### src/rtl/tc_pkg.sv
// Shared encodings for the timer/counter: bus register selects, CTRL bit
// positions, MODE values and FSM state codes.
package tc_pkg;

  typedef enum logic [1:0] {
    SEL_CTRL   = 2'd0,
    SEL_PRESET = 2'd1,
    SEL_COUNT  = 2'd2,
    SEL_RSVD   = 2'd3
  } sel_e;

  localparam int CTRL_EN      = 0;
  localparam int CTRL_MODE_LO = 1;
  localparam int CTRL_MODE_HI = 2;
  localparam int CTRL_IM      = 3;

  localparam logic [1:0] MODE_ONESHOT = 2'b00;

  typedef enum logic [1:0] {
    ST_IDLE = 2'd0,
    ST_LOAD = 2'd1,
    ST_CNT  = 2'd2,
    ST_INT  = 2'd3
  } state_e;

endpackage

### src/rtl/tc.sv
// Bus-mapped down-counting timer with one-shot and auto-reload modes.
// Register writes take priority: the FSM and counter hold in any WE cycle.
module tc
  import tc_pkg::*;
(
  input  logic        clk,
  input  logic        reset,
  input  logic [31:2] Addr,
  input  logic        WE,
  input  logic [31:0] Din,
  output logic [31:0] Dout,
  output logic        IRQ
);

  logic [3:0]  r_ctrl;
  logic [31:0] r_preset;
  logic [31:0] r_count;
  logic        r_irq;
  state_e      r_state;

  state_e      w_state_next;
  sel_e        w_sel;
  logic        w_en;
  logic [1:0]  w_mode;
  logic        w_count_last;
  logic        w_load_cnt;
  logic        w_dec_cnt;
  logic        w_set_irq;
  logic        w_clr_irq;
  logic        w_clr_en;
  logic        w_unused_addr;

  assign w_sel         = sel_e'(Addr[3:2]);
  assign w_unused_addr = ^Addr[31:4];
  assign w_en          = r_ctrl[CTRL_EN];
  assign w_mode        = r_ctrl[CTRL_MODE_HI:CTRL_MODE_LO];
  // COUNT of 1 or 0 both end the run; 0 wraps to all-ones on the decrement.
  assign w_count_last  = (r_count <= 32'd1);

  always_ff @(posedge clk or posedge reset) begin
    if (reset) begin
      r_state <= ST_IDLE;
    end else begin
      r_state <= w_state_next;
    end
  end

  always_comb begin
    w_state_next = r_state;
    if (!WE) begin
      case (r_state)
        ST_IDLE: if (w_en) w_state_next = ST_LOAD;
        ST_LOAD: w_state_next = ST_CNT;
        ST_CNT: begin
          if (!w_en)             w_state_next = ST_IDLE;
          else if (w_count_last) w_state_next = ST_INT;
        end
        ST_INT:  w_state_next = ST_IDLE;
        default: w_state_next = ST_IDLE;
      endcase
    end
  end

  always_comb begin
    w_load_cnt = 1'b0;
    w_dec_cnt  = 1'b0;
    w_set_irq  = 1'b0;
    w_clr_irq  = 1'b0;
    w_clr_en   = 1'b0;
    if (!WE) begin
      case (r_state)
        ST_IDLE: w_clr_irq = w_en;
        ST_LOAD: w_load_cnt = 1'b1;
        ST_CNT: begin
          w_dec_cnt = w_en;
          w_set_irq = w_en & w_count_last;
        end
        ST_INT: begin
          // One-shot keeps the irq flag and disables itself; auto-reload pulses.
          if (w_mode == MODE_ONESHOT) w_clr_en  = 1'b1;
          else                        w_clr_irq = 1'b1;
        end
        default: ;
      endcase
    end
  end

  always_ff @(posedge clk or posedge reset) begin
    if (reset) begin
      r_ctrl   <= 4'd0;
      r_preset <= 32'd0;
      r_count  <= 32'd0;
      r_irq    <= 1'b0;
    end else begin
      if (WE) begin
        case (w_sel)
          SEL_CTRL:   r_ctrl   <= Din[3:0];
          SEL_PRESET: r_preset <= Din;
          default: ;
        endcase
      end
      if (w_load_cnt)     r_count <= r_preset;
      else if (w_dec_cnt) r_count <= r_count - 32'd1;
      if (w_set_irq)      r_irq <= 1'b1;
      else if (w_clr_irq) r_irq <= 1'b0;
      if (w_clr_en)       r_ctrl[CTRL_EN] <= 1'b0;
    end
  end

  always_comb begin
    case (w_sel)
      SEL_CTRL:   Dout = {28'd0, r_ctrl};
      SEL_PRESET: Dout = r_preset;
      SEL_COUNT:  Dout = r_count;
      default:    Dout = 32'd0;
    endcase
  end

  assign IRQ = r_irq & r_ctrl[CTRL_IM];

endmodule

### config.mk
export PLATFORM = sky130hd
export DESIGN_NAME = tc
export DESIGN_NICKNAME = d
export VERILOG_FILES = /design/src/rtl/tc_pkg.sv /design/src/rtl/tc.sv
export SDC_FILE = /design/constraint.sdc
export NUM_CORES = 1
export LEC_CHECK = 0
export BUFFER_PORTS_ARGS = -buffer_cell sky130_fd_sc_hd__buf_2
export CORE_AREA = 2 2 87 89
export CTS_CLUSTER_DIAMETER = 50
export CTS_CLUSTER_SIZE = 20
export DETAILED_ROUTE_END_ITERATION = 10
export DIE_AREA = 0 0 89 91
export HOLD_SLACK_MARGIN = 0.05
export PLACE_DENSITY = 0.8
export REMOVE_ABC_BUFFERS = 1
export SYNTH_ARGS = -nofsm -noshare
export SYNTH_HDL_FRONTEND = slang
export SYNTH_SLANG_ARGS = --single-unit
### constraint.sdc
create_clock -name clk -period 5.4 [get_ports clk]
set_input_delay 1.08 -clock clk [delete_from_list [all_inputs] [get_ports clk]]
set_output_delay 1.08 -clock clk [all_outputs]
set_load 0.05 [all_outputs]
==> results.md, run 1 <==
- The flow ran to the end, and the final reports show no timing, DRC or antenna violations.
- Of the total power, registers draw 42.1%.
- In this run, synthesis produced a sequential element count of 71.
- STA puts the critical path data arrival time at approximately 2.3 ns.
- The simple logic cell fraction of the synthesized area is approximately 17%.
- The number of buffers created by CTS is 9.
- The power share of the clock group is 16.9%.
- The count of instances resized after the clock tree is built is 0.
- Of all nets on the critical path, the largest fanout is 31.
- Summing the areas of all fa, ha and maj instances in the mapped netlist gives under 10% of the synthesized area.
- Summed over all cells, the static leakage comes to 0.00199 uW.
- The core area is 7140 um2.
- The largest family of logic cells by synthesized area is compound AO/OA/AOI/OAI gates.
- The final setup skew is 0.00762 ns.
- The worst setup path is captured at an output pin.
- The number of endpoints failing setup at the final stage is 0.
- The remaining antenna violation count is 0.
- The detailed router's first-iteration violation count is 273.
- The power spent charging and discharging nets is 992 uW.
- The final count of pins violating max slew is 0.
- The clock passes through at most 2 buffers.
- The floorplan die height is 91 um.
- The average via count per standard cell is 6.37.
- The number of distinct library cells after synthesis is 52.
- The count of nets after finishing is around 550.
- The critical path is of the input pin to output pin type.
- Data on the critical path is required at its endpoint by 4.32 ns.
- The H-tree was split into 3 levels.
- For this design the ratio of total power to cell area is 482 nW/um2.
- The global-route wire length before repair is 16,900 um.
- The via count of the first global-routing pass came to ~3,600.
- The Yosys warning count is 0.
- The sum of negative setup slack is 0 ns.
- The highest clock rate is 296 MHz.
- The top cell type's share of synthesized area is between 40% and 50%.
- The remaining global-route overflow is 0.
- The most frequently used flop master after synthesis is dfrtp_1.
- In the routed design, unresolved DRC markers number 0.
- The initial cell density of the core is 57.2%.
- The final hold violation count was 0.
- Once layout is done, the placed cells without fillers occupy 4640 um2.
- Of the available clock period, the critical path in the final layout requires 62.6%.
- The share of total power dissipated in combinational logic is 41.0%.
- The count of inserted antenna diode cells is 0.
- The number of maximum-capacitance violations is 0.
- The number of antenna violations at the first check in global routing came to 0.
- Setup repair after global routing left no endpoint under its margin.
- The library cell occupying the most area in the post-synthesis netlist is dfrtp_1.
- The clock slew seen by the registers of the worst setup and hold paths is approximately 0.080 ns.
- The count of mapped cells out of synthesis is around 420.
- The overall routed net length is 10,300 um.
- In the synthesized netlist, mux cells make up between 10% and 20% of the area.
- Counting flops with an async set or reset pin after synthesis yields a share of 100%.
- The share of the Yosys chip area taken by registers is 43.5%.
- The placer congestion estimate is 0.841.
- The placed instances occupy a cell area of 4480 um2.
- The worst path in the final design needs a cycle of about 3.4 ns, including I/O delays and setup.
- The number of setup buffers added after CTS is 0.
- The total number of vias is 3,688.
- The synthesis-to-layout area growth is 13.6%.
- The I/O pin count is 98.
- The master cell of the clock root buffer is clkbuf_8.
- The share of post-route cells with drive strength above 1 is 26.5%.
- By area the synthesized netlist is led by dfrtp_1 44%, mux2_2 9.7%, a22o_1 6.0%, nand2_1 2.9%, o21ai_0 2.8%.
- The number of flops mapped to enable cells by yosys is 0.
- The maximum resistive drop on vdd is 0.199 mV.
- The row count is 31.
- In this run the horizontal extent of the chip is between 80 and 90 um.
- Measured against its own limit, the worst slew margin works out to 24.6%.
- The average instance area after synthesis is 9.65 um2.
- The path category of the worst min-delay check is flop to flop.
- The global-route usage over all layers is a little over a quarter.
- In the final routed layout, each cell accounts on average for 17.7 um.
- The die covers between 8000 and 9000 um2.
- The number of hold-repair buffers added at the cts stage is 0.
- The maximum number of pins on one net before global-route repair is 45.
- The area share of xor/xnor cells in the synthesized design is under 10%.
- The insertion delay to the later sink of the worst-skew pair is 0.35 ns.
- The proportion of total power due to net switching is 44.3%.
- STA classifies the critical path startpoint as an input pin.
- The first-pass iteration count of the detailed router is 5.
- The count of buffers from port buffering is 69.
- The clock sink count is 71.
- Internal power comes to 1250 uW.
- The area of the mapped netlist is approximately 4100 um2.
- The synthesized netlist devotes around a fifth of its cell area to compound gates.
- The half-perimeter wire length after detailed placement is 6720 um.
- For the pin with the worst max-slew slack, the measured transition is between 1 and 1.5 ns.
- TritonCTS built the clock tree.
[per-stage QoR]
step / cells / util (%) / setup WS, ns / power, uW / hold WS [ns]
after floorplan: 392 / - / 1.45 / 1600 / 0.457
after global placement: 565 / 62.7 / 2.06 / 1800 / 0.492
after detailed placement: 565 / 62.7 / 2.04 / 1840 / 0.487
after CTS: 579 / 65.0 / 2.03 / 2230 / 0.517
after global routing: 579 / 65.0 / 1.93 / 2380 / 0.544
final: 579 / 65.0 / 2.02 / 2240 / 0.512
[sequential cells by signal, summed over array words and instances (netlist names)]
signal / flops
r_count: 32
r_ctrl: 4
r_irq: 1
r_preset: 32
r_state: 2
[layer usage]
layer / up-vias / routed length, um / global-route usage (%)
li1: 1701 / - / -
met1: 1802 / 4390 / 36.1
met2: 163 / 4860 / 40.4
met3: 22 / 741 / 5.27
met4: 0 / 272 / 11.7
met5: - / 0 / 0
[power groups by stage]
stage	clock network, uW	logic (uW)	registers (uW)
2_1_floorplan	0	727	872
3_3_place_gp	0	874	927
3_5_place_dp	0	905	940
4_1_cts	383	911	932
5_1_grt	411	1010	965
6_report	379	917	942
[cells by family (layout without fill, tap and decap cells)]
family | Yosys count | after routing
buffers and inverters | 40 | 97
DFF | 71 | 71
xor gates and xnor gates | 8 | 8
AOI/OAI and AO/OA | 121 | 121
and+or+nand+nor | 135 | 135
muxes | 41 | 41
adders and majority gates | 7 | 7
[synthesized netlist by cell type, drive strengths merged (2+ instances only)]
| cell type | number |
|---|---|
| dfrtp | 71 |
| mux2 | 35 |
| nand2 | 32 |
| a22o | 28 |
| nor2 | 28 |
| o21ai | 27 |
| clkbuf | 26 |
| a21oi | 18 |
| nor3 | 15 |
| nand3 | 14 |
| a22oi | 11 |
| inv | 9 |
| nor4 | 9 |
| or4 | 9 |
| ha | 7 |
| or3 | 7 |
| xnor2 | 7 |
| a31oi | 6 |
| mux2i | 6 |
| buf | 5 |
| nand4 | 4 |
| nor2b | 4 |
| o22ai | 4 |
| a211oi | 3 |
| nor4b | 3 |
| o22a | 3 |
| o311ai | 3 |
| a221o | 2 |
| a2bb2oi | 2 |
| and2 | 2 |
| nand3b | 2 |
| o31ai | 2 |
| o32a | 2 |
| o41ai | 2 |
| or2 | 2 |
[cell usage in the layout, fill, tap and decap left out, types with 7 or more instances in the layout]
cell       n
nor3_1    15
a22o_1    28
mux2_2    35
nand2_1   32
clkbuf_8  11
nor2_1    28
ha_1       7
nor4_1     9
a21oi_1   18
buf_2     69
or4_1      9
dfrtp_1   71
nand3_1   14
or3_1      7
o21ai_0   23
inv_1      8
a22oi_1   11
xnor2_1    7
[path summary, 6_finish.rpt]
| kind | startpoint | slack, ns | to | cells after the start |
|---|---|---|---|---|
| worst min-delay path | r_irq | 0.51 | r_irq | 2 |
| worst max-delay path | Addr[2] | 2.02 | Dout[6] | 5 |
| min in group asynchronous | reset | 0.80 | r_preset[9] | 2 |
| max in group asynchronous | reset | 3.59 | r_preset[25] | 3 |
| worst min register to register | r_irq | 0.51 | r_irq | 2 |
| worst max register to register | r_state[1] | 2.45 | r_count[26] | 7 |
[final cells by class]
type	instances	area (um2)
Fill cell	628	2500
Clock buffer	13	159
Clock inverter	1	5.00
Sequential cell	71	1780
Timing Repair Buffer	74	383
Inverter	9	33.8
Multi-Input combinational cell	312	2160
Tap cell	99	124
[critical path, cell delays in order]
cell,delay (ns)
buf_2,0.14
nor2b_2,0.20
buf_4,0.34
a22o_1,0.24
buf_2,0.27
Note: power is estimated with default switching activity, not from simulation.
==> inputs of run 2 (changes only) <==
--- a/config.mk
+++ b/config.mk
@@ -5,14 +5,15 @@
 export SDC_FILE = /design/constraint.sdc
 export NUM_CORES = 1
 export LEC_CHECK = 0
+export ABC_AREA = 1
 export BUFFER_PORTS_ARGS = -buffer_cell sky130_fd_sc_hd__buf_2
-export CORE_AREA = 2 2 87 89
+export CORE_AREA = 2 2 98 100
 export CTS_CLUSTER_DIAMETER = 50
 export CTS_CLUSTER_SIZE = 20
 export DETAILED_ROUTE_END_ITERATION = 10
-export DIE_AREA = 0 0 89 91
+export DIE_AREA = 0 0 100 102
 export HOLD_SLACK_MARGIN = 0.05
-export PLACE_DENSITY = 0.8
+export PLACE_DENSITY = 0.71
 export REMOVE_ABC_BUFFERS = 1
 export SYNTH_ARGS = -nofsm -noshare
 export SYNTH_HDL_FRONTEND = slang
==> constraint.sdc (replaced) <==
create_clock -name clk -period 2.8 [get_ports clk]
set_input_delay 0.56 -clock clk [delete_from_list [all_inputs] [get_ports clk]]
set_output_delay 0.56 -clock clk [all_outputs]
set_load 0.05 [all_outputs]
==> results.md, run 2 <==
- The leakage power summed over all cells is 0.00264 uW.
- The die is between 100 and 150 um tall.
- From left edge to right edge, the die measures 100 um.
- The share of post-route cells with drive strength above 1 is between 10% and 20%.
- The worst setup path is captured at an output pin.
- The count of nets after finishing is around 740.
- The tool flagged a number of max-cap violations equal to 0.
- After synthesis the netlist holds a flip-flop and latch count of 71.
- The number of hold-repair buffers added at the cts stage is 0.
- The congestion estimate from routability-driven global placement came to between 0.8 and 0.9.
- The count of instances resized after the clock tree is built is 0.
- In this run the cell area measured after placement is 4840 um2.
- In the layout the commonest cells are 134 x nand2_1, 94 x inv_1, 85 x nor2_1.
- The worst-case clock buffer depth is 2.
- The initial cell density of the core is 48.5%.
- The number of buffers created by CTS is 9.
- Counting flops with an async set or reset pin after synthesis yields a share of 100%.
- The average via count per standard cell is just over 5.
- The worst setup path is launched from an input pin.
- The largest registers in the layout are r_count: 32 flops, r_preset: 32 flops, r_ctrl: 4 flops.
- The global-route wire length before repair is 18,600 um.
- The total of fill cells in the finished design is 895.
- The sequential fraction of the synthesis area is 40.2%.
- The final hold violation count is 0.
- In this run, synthesis inferred 0 flip-flops with an integrated enable.
- The buffer and inverter count on the worst path is 4.
- Clock-pin slew was measured on the worst setup and hold paths at 0.08 ns.
- The final setup skew is 0.0105 ns.
- dfrtp_1 takes more of the synthesized area than any other cell.
- The H-tree depth is 3.
- For this block, the initial DRC count from the detailed router was 171.
- Once routing completed, OpenROAD measured the worst setup slack at 0.616 ns.
- In this run the cell area of the synthesized design comes to 4420 um2.
- Leaving out fill and tap cells, the most frequent cell in the layout is nand2_1.
- The remaining global-route overflow is 0.
- The core area is 9110 um2.
- The peak fanout along the critical path is 28.
- The most frequently used flop master after synthesis is dfrtp_1.
- The number of antenna violations at the first check in global routing is 0.
- The count of buffers from port buffering is 69.
- Static timing analysis puts the maximum clock frequency at between 400 and 500 MHz.
- The path type of the worst setup path is input pin to output pin.
- The cell that appears most often on the critical path is buf_2.
- Yosys instantiated no cell more often than nand2_1.
- After legalization and detailed placement, the total HPWL measured a little over 8000 um.
- The worst setup timing slack at the placement stage is 0.601 ns.
- The insertion delay to the later sink of the worst-skew pair is 0.36 ns.
- The final cell area excluding filler cells is 5090 um2.
- The final routed wire length divided by cell count is 14.1 um.
- The maximum resistive drop on vdd is 0.405 mV.
- The TritonCTS clock tree is built.
- The remaining antenna violation count is 0.
- Setup repair after global routing left no endpoint under its margin.
- The Yosys warning count is 0.
- Counting I/O delays and the setup requirement, the final critical path takes 2.18 ns.
- From synthesis to final layout, the design area changed by 15.1%.
- For this run, the slowest stage of the critical path takes 0.40 ns.
- The highest-delay cell along the critical path is inv_2.
- The floorplan has 35 rows.
- The critical path goes through buf_2 -> inv_1 -> nor2_2 -> inv_2 -> o22ai_1 -> buf_2.
- The routed layout has approximately 4,000 vias.
- The floorplan die area is 10,200 um2.
- At the pin with the least slew margin, the transition time is 0.594 ns.
- In this run the number of cells on the critical path is 6.
- Ranked by total cell area, the synthesized netlist is headed by dfrtp_1 40%, nand2_1 11%, inv_1 8.1%, nor2_1 7.2%, o22ai_1 4.5%.
- The count of mapped cells out of synthesis is 597.
- Of the available clock period, the critical path in the final layout requires between 70% and 80%.
- Clock tree synthesis found a total of 71 sinks.
- The via count of the first global-routing pass is 3,856.
- STA puts the critical path data arrival time at ~1.6 ns.
- Data on the critical path is required at its endpoint by 2.24 ns.
- The top cell type by area accounts for 40.2% of the synthesized area.
- The number of endpoints failing setup at the final stage is 0.
- The I/O pin count is 98.
- The maximum number of pins on one net before global-route repair is 35.
- The count of inserted antenna diode cells is 0.
- The master cell of the clock root buffer is clkbuf_8.
- Measured against its own limit, the worst slew margin works out to 60.3%.
- The number of distinct library cells after synthesis is 37.
- The final count of pins violating max slew was 0.
- After synthesis, the most frequently instantiated cells are 135 x nand2_1, 95 x inv_1, 85 x nor2_1.
- The run finished with clean final reports.
- Grouping stages by cell kind, the critical path spends the most delay in buffers and inverters.
- The worst register-to-register path has a depth of 8.
- The first detailed-routing pass ran for 4 iterations.
- After detailed routing, the number of remaining DRC violations is 0.
- For this design the ratio of total power to cell area is 990 nW/um2.
- After clock tree synthesis, the setup repair step added 0 buffers.
- The average instance area after synthesis is 7.41 um2.
- After detailed routing, the total wire length is approximately 11,000 um.
- The global-route usage over all layers is a little under a quarter.
- The path category of the worst min-delay check is input pin to async pin.
run 2: worst reg2reg max path: stages (launching register included):
cell and delay, ns:
dfrtp_1 0.44, inv_1 0.13, ha_1 0.15, inv_1 0.09
nor2_4 0.37, nor2_8 0.12, inv_4 0.28, o22ai_1 0.13
a31o_2 0.23
run 2: routing by layer:
layer | vias to the layer above | track usage [%] | part of all wire, %
li1 | 2056 | - | -
met1 | 1857 | 32.2 | 49
met2 | 85 | 37.1 | 46
met5 | - | 0 | 0
met4 | 0 | 7.48 | 1.2
met3 | 11 | 2.87 | 3.8
run 2: cells by family (layout without fill, tap and decap cells):
kind of cell / count (synthesis) / in the layout / synth area share [%]
compound gates: 120 / 120 / 18.3
flops: 71 / 71 / 40.2
xor+xnor: 14 / 14 / 2.77
fa+ha+maj: 7 / 7 / 1.98
simple gates: 267 / 267 / 25.6
mux: 1 / 1 / 0.255
buf+inv: 117 / 190 / 11.0
run 2: cell type report:
cell class                      count  area [um2]  share of cell area (%)
Sequential cell                    71        1780                    34.9
Inverter                           99         375                    7.38
Timing Repair Buffer               75         390                    7.67
Clock inverter                      6         108                    2.11
Multi-Input combinational cell    409        2160                    42.5
Tap cell                          111         139                    2.73
Clock buffer                       10         138                    2.70
run 2: through the flow:
step	utilization [%]	setup TNS (ns)	hold slack, ns	power, uW	std cells
3_3_place_gp	53.2	0	0.469	3970	765
6_report	55.9	0	0.262	5040	781
4_1_cts	55.9	0	0.273	5060	781
2_1_floorplan	-	-0.0490	0.452	3470	579
5_1_grt	55.9	0	0.305	5430	781
3_5_place_dp	53.2	0	0.475	4020	765
run 2: power breakdown:
| group | internal, uW | total, uW | switching (uW) | leakage, uW |
|---|---|---|---|---|
| registers | 1360 | 1670 | 315 | 0.000831 |
| clock network | 613 | 1020 | 407 | 0.000122 |
| logic | 780 | 2350 | 1570 | 0.00169 |
run 2: path summary, 6_finish.rpt:
| check | endpoint | from | slack, ns |
|---|---|---|---|
| worst max-delay path | Dout[20] | Addr[2] | 0.62 |
| worst min register to register | r_count[22] | r_preset[22] | 0.49 |
| worst min-delay path | r_preset[31] | reset | 0.26 |
| worst max register to register | r_count[12] | r_state[1] | 0.77 |
| min in group clk | r_preset[24] | Din[24] | 0.44 |
| max in group asynchronous | r_count[9] | reset | 1.76 |
==> inputs of run 3 (changes only) <==
--- a/config.mk
+++ b/config.mk
@@ -5,15 +5,15 @@
 export SDC_FILE = /design/constraint.sdc
 export NUM_CORES = 1
 export LEC_CHECK = 0
-export ABC_AREA = 1
+export ABC_AREA = 0
 export BUFFER_PORTS_ARGS = -buffer_cell sky130_fd_sc_hd__buf_2
-export CORE_AREA = 2 2 98 100
+export CORE_AREA = 2 2 90 92
 export CTS_CLUSTER_DIAMETER = 50
 export CTS_CLUSTER_SIZE = 20
 export DETAILED_ROUTE_END_ITERATION = 10
-export DIE_AREA = 0 0 100 102
+export DIE_AREA = 0 0 92 94
 export HOLD_SLACK_MARGIN = 0.05
-export PLACE_DENSITY = 0.71
+export PLACE_DENSITY = 0.76
 export REMOVE_ABC_BUFFERS = 1
 export SYNTH_ARGS = -nofsm -noshare
 export SYNTH_HDL_FRONTEND = slang
==> constraint.sdc (replaced) <==
create_clock -name clk -period 2.3 [get_ports clk]
set_input_delay 0.46 -clock clk [delete_from_list [all_inputs] [get_ports clk]]
set_output_delay 0.46 -clock clk [all_outputs]
set_load 0.05 [all_outputs]
==> results.md, run 3 (synthesis results as in run 1) <==
- The run finished with clean final reports.
- The commonest non-fill, non-tap cell in the layout is dfrtp_1.
- At the pin with the least slew margin, the transition time is 0.698 ns.
- Setup violations remaining at the end of the flow were counted as 0.
- In the layout the commonest cells are 71 x dfrtp_1, 69 x buf_2, 42 x buf_4.
- The tree is rooted in a clkbuf_8.
- The initial cell density of the core is between 50% and 60%.
- Along the worst path, the maximum fanout reaches 6.
- The final count of pins violating max slew is 0.
- The data arrival time at the worst-slack endpoint is 2.57 ns.
- The remaining antenna violation count is 0.
- The die is 92 um wide.
- Counting the fill cells in the layout gives 628.
- The flip-flop and latch area is 1780 um2.
- The insertion delay to the later sink of the worst-skew pair is 0.36 ns.
- The die covers slightly below 9000 um2.
- The share of post-route cells with drive strength above 1 is approximately a third.
- The first global-routing pass estimated between 15,000 and 20,000 um of wire.
- Across all layers, the routed design uses 3,775 vias.
- Power spread over the standard cell area amounts to 1170 nW/um2.
- The minimum setup slack among reg-to-reg paths is between 0.02 and 0.03 ns.
- The cell repeated most along the worst path is or4_4.
- The first detailed-routing pass took 5 iterations.
- The maximum resistive drop on vdd is about 0.56 mV.
- In this design, the largest share of critical-path delay is due to simple AND/OR/NAND/NOR gates.
- The core area is ~7600 um2.
- From synthesis to final layout, the design area changed by 25.2%.
- Setup repair after global routing could not meet its margin everywhere.
- After clock tree synthesis, the clock-pin slew on the worst setup and hold paths is 0.08 ns.
- The count of buffers from port buffering is around 70.
- The via count of the first global-routing pass came to 3,847.
- The H-tree depth is 3.
- The worst setup path is captured at a flop.
- The TritonCTS clock tree is built.
- The final setup skew is 0.00828 ns.
- Based on the critical path, the design can be clocked at up to 440 MHz.
- The worst pin sits at a relative slew slack of 53.1%.
- The net count of the finished layout is 590.
- The analysis attributes to cell leakage a power of 0.00225 uW.
- Routability-driven placement finished with a final weighted congestion of 0.899.
- The number of maximum-capacitance violations is 0.
- The final hold violation count is 0.
- The HPWL after detailed placement is 7310 um.
- The startpoint kind of the worst setup timing path is a flop.
- The final routed wire length divided by cell count is 17.0 um.
- The signal on the critical path passes through or4_4 -> or3_4 -> or2_4 -> or4_4 -> nand3_2.
- The worst-case clock buffer depth is 2.
- The critical path in this run is classified as flop to flop.
- The number of setup buffers added after CTS is 0.
- The overall power after layout is 5960 uW.
- The routed design has 10,600 um of wire.
- The largest single stage delay on the critical path is 0.54 ns.
- The highest-delay cell along the critical path is or4_4.
- The buffer and inverter count on the worst path is 0.
- After detailed routing, the number of vias per cell comes to 6.04.
- The combined area of the multi-input logic cells is 2190 um2.
- For this design, the CTS-stage hold fixing added 0 buffers.
- In the routed design, unresolved DRC markers number 0.
- The row count is 32.
- The clock sink count is 71.
- The path category of the worst min-delay check is input pin to async pin.
- The I/O pin count is 98.
- The global-route usage over all layers is 26.0%.
- Measured along the y axis, the die boundary spans 94 um.
- The required time reported for the critical path endpoint is 2.60 ns.
- The largest registers in the layout are r_count: 32 flops, r_preset: 32 flops, r_ctrl: 4 flops.
- The number of clock buffers added by TritonCTS is 9.
- The final hold slack is 0.168 ns.
- The remaining global-route overflow is 0.
- The final critical path takes up 98.8% of the cycle.
- The final period demand of the worst path is 2.27 ns.
- The number of antenna violations at the first check in global routing is 0.
- In this run, the number of DRC markers left after iteration 0 of detailed routing was 222.
- Entering global routing, the biggest net connects 72 pins.
- The number of antenna diodes in the final layout is 0.
## run 3: cell types whose count changed in the layout (fill, tap and decap cells not counted), sizes merged, moves of 34 or more
cell   previous run  this run
mux2              1        35
nand2           143        32
o22ai            45         4
nor2             95        28
buf              75       115
inv              98         9
## run 3: power breakdown
part / switching (uW) / internal, uW
combinational: 1580 / 1130
clock: 491 / 701
sequential: 396 / 1660
total: 2470 / 3500
## run 3: what timing repair did
item | 4_1_cts | 5_1_grt
setup endpoints to repair | 1 | 5
gates resized for setup | 1 | 6
pin swaps | 0 | 4
## run 3: worst paths after layout
check	start	endpoint	depth (start not counted)
max	r_count[2]	r_count[18]	5
min	reset	r_preset[10]	3
max reg2reg	r_count[2]	r_count[18]	5
min reg2reg	r_irq	r_irq	2
max in group asynchronous	reset	r_count[3]	3
min in group clk	Din[17]	r_preset[17]	2
## run 3: cell type report
type | instances | area share, %
clock buffers | 12 | 3.23
flip-flops and latches | 71 | 34.7
inverters | 9 | 0.660
multi-input cells | 312 | 42.9
well taps | 102 | 2.50
clock inverters | 4 | 1.49
repair buffers | 115 | 14.5
## run 3: worst reg2reg max path, stage by stage, from the launching register on
cell and delay, ns:
dfrtp_1 0.38, or4_4 0.54, or3_4 0.43, or2_4 0.27
or4_4 0.51, nand3_2 0.08
## run 3: through the flow
| step | util, % | area (um2) | cells | setup slack (ns) | setup TNS, ns |
|---|---|---|---|---|---|
| 4_1_cts | 66.8 | 5080 | 625 | 0.0214 | 0 |
| 5_1_grt | 67.2 | 5110 | 625 | -0.0160 | -0.0309 |
| 3_3_place_gp | 63.6 | 4840 | 609 | 0.0372 | 0 |
| 6_report | 67.2 | 5110 | 625 | 0.0283 | 0 |
| 2_1_floorplan | - | 3970 | 392 | -0.890 | -42.20 |
| 3_5_place_dp | 63.6 | 4840 | 609 | 0.00371 | 0 |
## run 3: layer usage
| metal | wire length (um) | part of all wire (%) | global-route usage (%) |
|---|---|---|---|
| met5 | 0 | 0 | 0 |
| met1 | 4840 | 45 | 34.2 |
| met2 | 5200 | 49 | 43.9 |
| met4 | 169 | 1.6 | 11.3 |
| met3 | 441 | 4.1 | 2.81 |
